## src/rtl/fifo_rr_wr_arbiter.sv

```systemverilog
// fifo_rr_wr_arbiter
// Round-robin write arbiter that lets NUM_REQ producers share one FIFO write
// port. The winning producer owns the port for up to MAX_BURST beats. Ownership
// ends when the burst completes or the owner drops valid. Each write is tagged
// with the owner's index in the top IDW bits of the word.
//
// Ports
//   clk           clock, all logic on posedge
//   rst_n         synchronous active-low reset
//   req_valid     per-producer beat valid
//   req_data      producer i data at [i*WIDTH +: WIDTH]
//   req_ready     per-producer beat accepted this cycle
//   fifo_full     downstream FIFO full flag
//   fifo_wr_en    FIFO write enable
//   fifo_wr_data  {grant_id, owner data}
//   grant_valid   high while a producer owns the port
//   grant_id      current / last owner index
module fifo_rr_wr_arbiter #(
  parameter int unsigned NUM_REQ   = 4,
  parameter int unsigned WIDTH     = 8,
  parameter int unsigned MAX_BURST = 4,
  localparam int unsigned IDW      = (NUM_REQ > 1) ? $clog2(NUM_REQ) : 1
) (
  input  logic                     clk,
  input  logic                     rst_n,
  input  logic [NUM_REQ-1:0]       req_valid,
  input  logic [NUM_REQ*WIDTH-1:0] req_data,
  output logic [NUM_REQ-1:0]       req_ready,
  input  logic                     fifo_full,
  output logic                     fifo_wr_en,
  output logic [IDW+WIDTH-1:0]     fifo_wr_data,
  output logic                     grant_valid,
  output logic [IDW-1:0]           grant_id
);

  localparam int unsigned CW = $clog2(MAX_BURST + 1);

  typedef enum logic [0:0] {
    IDLE = 1'b0,
    OWN  = 1'b1
  } state_t;

  state_t           state_q, state_d;
  logic [IDW-1:0]   gid_d;
  logic [IDW-1:0]   last_id, last_d;
  logic [CW-1:0]    beat_cnt, cnt_d;

  logic             found;
  logic [IDW-1:0]   winner;
  logic             own_valid;
  logic [WIDTH-1:0] owner_data;

  // Search starts just after the previous owner so every producer gets a turn.
  always_comb begin
    logic [IDW-1:0] cand;
    found  = 1'b0;
    winner = last_id;
    cand   = '0;
    for (int unsigned i = 1; i <= NUM_REQ; i++) begin
      cand = IDW'((32'(last_id) + i) % NUM_REQ);
      if (!found && req_valid[cand]) begin
        winner = cand;
        found  = 1'b1;
      end
    end
  end

  always_comb begin
    own_valid  = req_valid[grant_id];
    owner_data = '0;
    for (int unsigned i = 0; i < NUM_REQ; i++) begin
      if (grant_id == IDW'(i)) begin
        owner_data = req_data[i*WIDTH +: WIDTH];
      end
    end
  end

  // State register
  always_ff @(posedge clk) begin
    if (!rst_n) begin
      state_q  <= IDLE;
      grant_id <= '0;
      last_id  <= IDW'(NUM_REQ - 1);
      beat_cnt <= '0;
    end else begin
      state_q  <= state_d;
      grant_id <= gid_d;
      last_id  <= last_d;
      beat_cnt <= cnt_d;
    end
  end

  // Next-state logic
  always_comb begin
    state_d = state_q;
    gid_d   = grant_id;
    last_d  = last_id;
    cnt_d   = beat_cnt;
    unique case (state_q)
      IDLE: begin
        if (found) begin
          state_d = OWN;
          gid_d   = winner;
          last_d  = winner;
          cnt_d   = '0;
        end
      end
      OWN: begin
        // An idle owner releases even while the FIFO is full.
        if (!own_valid) begin
          state_d = IDLE;
          cnt_d   = '0;
        end else if (!fifo_full) begin
          if (beat_cnt == CW'(MAX_BURST - 1)) begin
            state_d = IDLE;
            cnt_d   = '0;
          end else begin
            cnt_d = beat_cnt + CW'(1);
          end
        end
      end
      default: state_d = IDLE;
    endcase
  end

  // Output logic
  always_comb begin
    req_ready    = '0;
    fifo_wr_en   = 1'b0;
    grant_valid  = (state_q == OWN);
    fifo_wr_data = {grant_id, owner_data};
    if (rst_n && (state_q == OWN)) begin
      req_ready[grant_id] = !fifo_full;
      fifo_wr_en          = own_valid && !fifo_full;
    end
  end

endmodule

```

## config.mk

```make
export PLATFORM = sky130hd
export DESIGN_NAME = fifo_rr_wr_arbiter
export DESIGN_NICKNAME = d
export VERILOG_FILES = /design/src/rtl/fifo_rr_wr_arbiter.sv
export SDC_FILE = /design/constraint.sdc
export NUM_CORES = 1
export LEC_CHECK = 0
export BUFFER_PORTS_ARGS = -buffer_cell sky130_fd_sc_hd__buf_4
export CORE_MARGIN = 2
export CORE_UTILIZATION = 30
export CTS_BUF_LIST = sky130_fd_sc_hd__clkbuf_8
export DETAILED_ROUTE_END_ITERATION = 8
export GPL_ROUTABILITY_DRIVEN = 0
export PLACE_DENSITY = 0.76
export SLEW_MARGIN = 20
export SYNTH_ARGS = -nofsm -noshare
export SYNTH_HDL_FRONTEND = slang
export SYNTH_SLANG_ARGS = --single-unit
```

## constraint.sdc

```tcl
create_clock -name clk -period 1.6 [get_ports clk]
set_clock_uncertainty 0.2 [all_clocks]
set_input_delay 0.16 -clock clk [delete_from_list [all_inputs] [get_ports clk]]
set_output_delay 0.16 -clock clk [all_outputs]
set_load 0.1 [all_outputs]
```

# == Word-level counts from Yosys, hierarchy flattened ==
# Index checks and enable logic that the tools add are counted.
# word_totals
reg_bits,8
input_bits,39
# op_classes
order_cmp,6
n_reduce_logical,13
bitwise_logic,2
eq_ne,6
muxes,36
n_addsub,5
# op_table
operator,n
$mux 8,4
$lt 2x3->1 const B,5
$mux 1,15
$mux 3,4
$bmux 1 s2,5
$mux 2,4
$logic_and 1x1->1,6
$pmux 3 s2,1
$add 2x1->2 const B,2
$add 2x2->2 const B,2
$and 4x4->4,1
$eq 2x2->1 const B,2
$logic_not 1->1,4
$mux 4,1
$reduce_and 2->1,2
$add 3x1->3 const B,1
$eq 3x2->1 const B,1
$ne 3x3->1 const B,1
$demux 1 s2,1
$eq 2x1->1 const B,1
$ge 2x1->1 const B,1
$logic_not 2->1,1
$ne 2x2->1 const B,1
$pmux 1 s2,1
$not 1->1,1

# == Depth between registers and ports, before layout ==
# depth
ltp_word,15
ltp_mapped,5
ltp_nobuf,4

# == Least setup slack after synthesis ==
# No wires, ideal clock.
# synth_path
path_type,reg2out
startpoint,reg grant_id[0]
endpoint,out req_ready[1]
required_time_ns,1.240
arrival_ns,3.662
path_stages_with_launch,4
slack_ns,-2.422
path_buffers,2
path_cell_list,dfxtp_1 -> buf_6 -> buf_2 -> nor3b_1
# synth_via
elab_chain_cells,6
# synth_lines
item,line_no,source
from (decl),33,output logic [IDW-1:0] grant_id
from (signal assigned),87,grant_id <= gid_d;
$lt 2x3->1 (not written as such) / $ge 2x1->1 (equally long branches),133,req_ready[grant_id] = !fifo_full;
$logic_and 1x1->1 (not written as such),133,
$mux 1 (not written as such),133,
$demux 1 s2 *,133,
$and 4x4->4 (no source line) *,n/a,
$mux 4 *,132,if (rst_n && (state_q == OWN)) begin
to (decl),28,"output logic [NUM_REQ-1:0] req_ready,"
# Mark *: on every way between the ends. The rest lies on a longest branch, timed or not.

# == Final worst setup path ==
# layout_path
startpoint,reg grant_id[0]
endpoint,out fifo_wr_en
# layout_via
elab_chain_cells,4
# layout_lines
item,line_no,source
$bmux 1 s2,69,own_valid = req_valid[grant_id];
$mux 1 (not written as such),69,
$logic_and 1x1->1,134,fifo_wr_en = own_valid && !fifo_full;
$mux 1,132,
to (decl),30,"output logic fifo_wr_en,"
# No other way between the ends. The select of a mux whose other input is x is not followed.

==> results.py <==
metrics = {
    "outcome": {
        "status": "finished, violations left",
        "violations": "setup timing",
    },
    "drt": {
        "drc_errors": 0,
        "via_per_inst": 5.20,
        "wirelength_um": 2720,
        "drt_iter0_drc": 18,
        "drt_first_pass_iters": 4,
        "vias": 852,
        "ant_nets": 0,
        "wl_per_cell_um": 16.6,
    },
    "grt": {
        "use_met2": 0.410,
        "grt_util_met1": 0.177,
        "grtUsageTotal": 0.204,
        "grt_max_degree": 11,
        "grt_use_met3": 0.0457,
        "antenna_found_initial": 0,
        "grt_busiest_layer": "met2",
        "grt.overflow.total": 0,
        "grt_pass1_wl_um": 3930,
        "grt_pass1_vias": 877,
    },
    "die": {
        "num_io_pins": 57,
        "start_util": 0.320,
        "fp.dieW_um": 52.5,
        "die_h_um": 52.5,
        "rows": 17,
        "coreArea_um2": 2210,
        "die_area_um2": 2760,
    },
    "setup_path": {
        "critPathLaunchType": "register",
        "endpoint_kind": "output pin",
        "reg2reg_from": "grant_id[0]",
        "r2r_cells": 5,
        "r2r_setup_slack_ps": -180,
        "reg2reg_to": "beat_cnt[2]",
        "cp.arrival_ps": 1500,
        "worstPathRequired_ps": 1240,
        "worst-setup-path-type": "register to output pin",
        "cp_max_fo": 4,
    },
    "timing": {
        "hold_slack_ps": 26.7,
        "period_needed_ps": 1860,
        "final.setup.tns_ps": -2760,
        "rsz0062_at_grt": "true",
        "max_slew_margin": 0.788,
        "timing.final.ws_setup_ps": -255,
        "fmax_ghz": 0.539,
        "setup_viol": 16,
        "drv_slew": 0,
        "finalHoldViolations": 0,
        "final.period_utilization": 1.16,
        "worst_pin_slew_ps": 315,
    },
    "clock_network": {
        "cts-htree-levels": 1,
        "cts_buffers": 3,
        "clock_sinks": 8,
        "cts_root_buf": "clkbuf_8",
        "clkLatencyLatePin_ps": 240,
        "clockBufferDepth": 2,
        "clk_pin_slew_ps": 40,
        "cts_tree": "yes",
    },
    "pwr": {
        "seq_power_share": 0.180,
        "power.switching_uw": 648,
        "power_frac_clock": 0.193,
        "p_leak_uw": 0.000688,
        "p_int_uw": 703,
        "switching_share": 0.480,
        "ir_worst_vdd_v": 0.000776,
        "power_frac_comb": 0.628,
        "power_density_nw_per_um2": 924,
    },
    "yosys": {
        "synth.avg_cell_area_um2": 10.1,
        "ys_types": 33,
        "synth_seq_cells": 8,
        "syn_area_um2": 707,
        "syn_inst": 70,
        "syn_nets": 110,
        "ys_seq_area_frac": 0.227,
        "synth_warnings": 0,
    },
    "cells_and_area": {
        "stdcell_count": 164,
        "antennaDiodeCount": 0,
        "drive_above_1_share": 0.691,
        "fin_area_um2": 1460,
        "area_growth_pct": 107,
        "finalNetCount": 177,
    },
    "placement": {
        "dpl_cell_area_um2": 1240,
        "dp_hpwl_um": 1920,
        "dpl.cell_count": 156,
        "portBuffers": 56,
    },
    "worst_hold_path": {
        "min-delay-start": "fifo_full",
        "hold_depth": 3,
        "hold_class": "primary input to register",
        "worst_hold_path.endpoint": "grant_valid",
    },
    "job": {
        "maxCapViolations": 0,
    },
}
-- metal layers --
metal	routed length, µm	share of wire	up-vias
met5	0	0	-
met4	83	0.031	0
met3	197	0.072	9
met2	1590	0.58	36
li1	-	-	396
met1	852	0.31	411
-- flip-flops by register name, indices dropped and copies added (netlist names) --
register,flops
grant_valid,1
grant_id,2
beat_cnt,3
last_id,2
-- cells in the final DEF (no fill, tap or decap), types with 5 or more instances in the layout --
master	n
buf_4	49
buf_6	10
mux4_2	9
buf_12	7
inv_1	6
nand2_1	6
dfxtp_1	5
-- final cells by class --
class,count,area [µm²]
clock buffer,3,41.3
timing repair buffer,68,646
clock inverter,1,3.75
sequential,8,171
inverter,5,18.8
fill,173,749
tap,28,35.0
multi-input combinational,51,547
-- what timing repair did --
action                     in CTS  in global routing
setup buffers                   4                  0
setup endpoints to repair      17                 19
cloned                          0                  0
hold buffers                    1                  0
hold endpoints to repair        2                  0
pin swaps                       4                  1
resized for setup              34                  3
-- logic make-up after synthesis --
logic type	after synthesis	share of synthesized area
simple gates	25	0.205
compound gates	13	0.140
mux	12	0.329
buf+inv	11	0.0814
flops	8	0.227
fa+ha+maj	1	0.0177
-- critical path, stage by stage (launching register included) --
cell and delay (ps):
dfxtp_4 380, mux4_2 550, nor2b_4 160, buf_12 160
-- metrics by stage --
step / utilization / setup slack, ps / power [µW]
floorplan: - / -586 / 814
global placement: 0.561 / -30.4 / 983
detailed placement: 0.561 / -54.0 / 993
CTS: 0.661 / -241 / 1350
global route: 0.661 / -272 / 1390
finish: 0.661 / -255 / 1350
-- power groups by stage --
stage / clock network [µW] / logic [µW] / registers (µW)
2_1_floorplan: 0 / 513 / 301
3_3_place_gp: 0 / 738 / 244
3_5_place_dp: 0 / 747 / 246
4_1_cts: 263 / 842 / 241
5_1_grt: 273 / 877 / 244
6_report: 261 / 848 / 243
-- Yosys cell counts --
cell type,number,area share
mux4_2,9,0.29
dfxtp_1,8,0.23
nand2_1,6,0.032
inv_1,5,0.027
mux2i_1,3,0.042
nor2_1,3,0.016
o21ai_0,3,0.021
and2_1,2,0.018
and3_1,2,0.018
buf_4,2,0.021
clkbuf_1,2,0.011
nand3b_1,2,0.021
nor3b_1,2,0.021
o22ai_1,2,0.018
a211oi_1,1,0.011
a21boi_0,1,0.011
a21boi_1,1,0.011
a21oi_1,1,0.0071
a22oi_4,1,0.030
buf_2,1,0.0071
buf_6,1,0.016
ha_1,1,0.018
nand2b_1,1,0.0089
nand3_1,1,0.0071
nand4_1,1,0.0089
nand4b_1,1,0.012
nor2b_1,1,0.0089
nor3_1,1,0.0071
nor4_2,1,0.018
o21ai_1,1,0.0071
o21ai_2,1,0.012
o221ai_1,1,0.012
or2_2,1,0.0089
-- how the worst max path moves through the flow --
stage                       to         from  cells after the start  slack, ps
5_1_grt             fifo_wr_en  grant_id[0]                      3       -270
3_5_place_dp        fifo_wr_en  grant_id[0]                      3        -50
3_3_place_gp        fifo_wr_en  grant_id[0]                      3        -30
4_1_cts        fifo_wr_data[6]  grant_id[0]                      3       -240
6_report            fifo_wr_en  grant_id[0]                      3       -260
2_1_floorplan     req_ready[1]  grant_valid                      2       -590
Power figures use the tool's default switching activity.
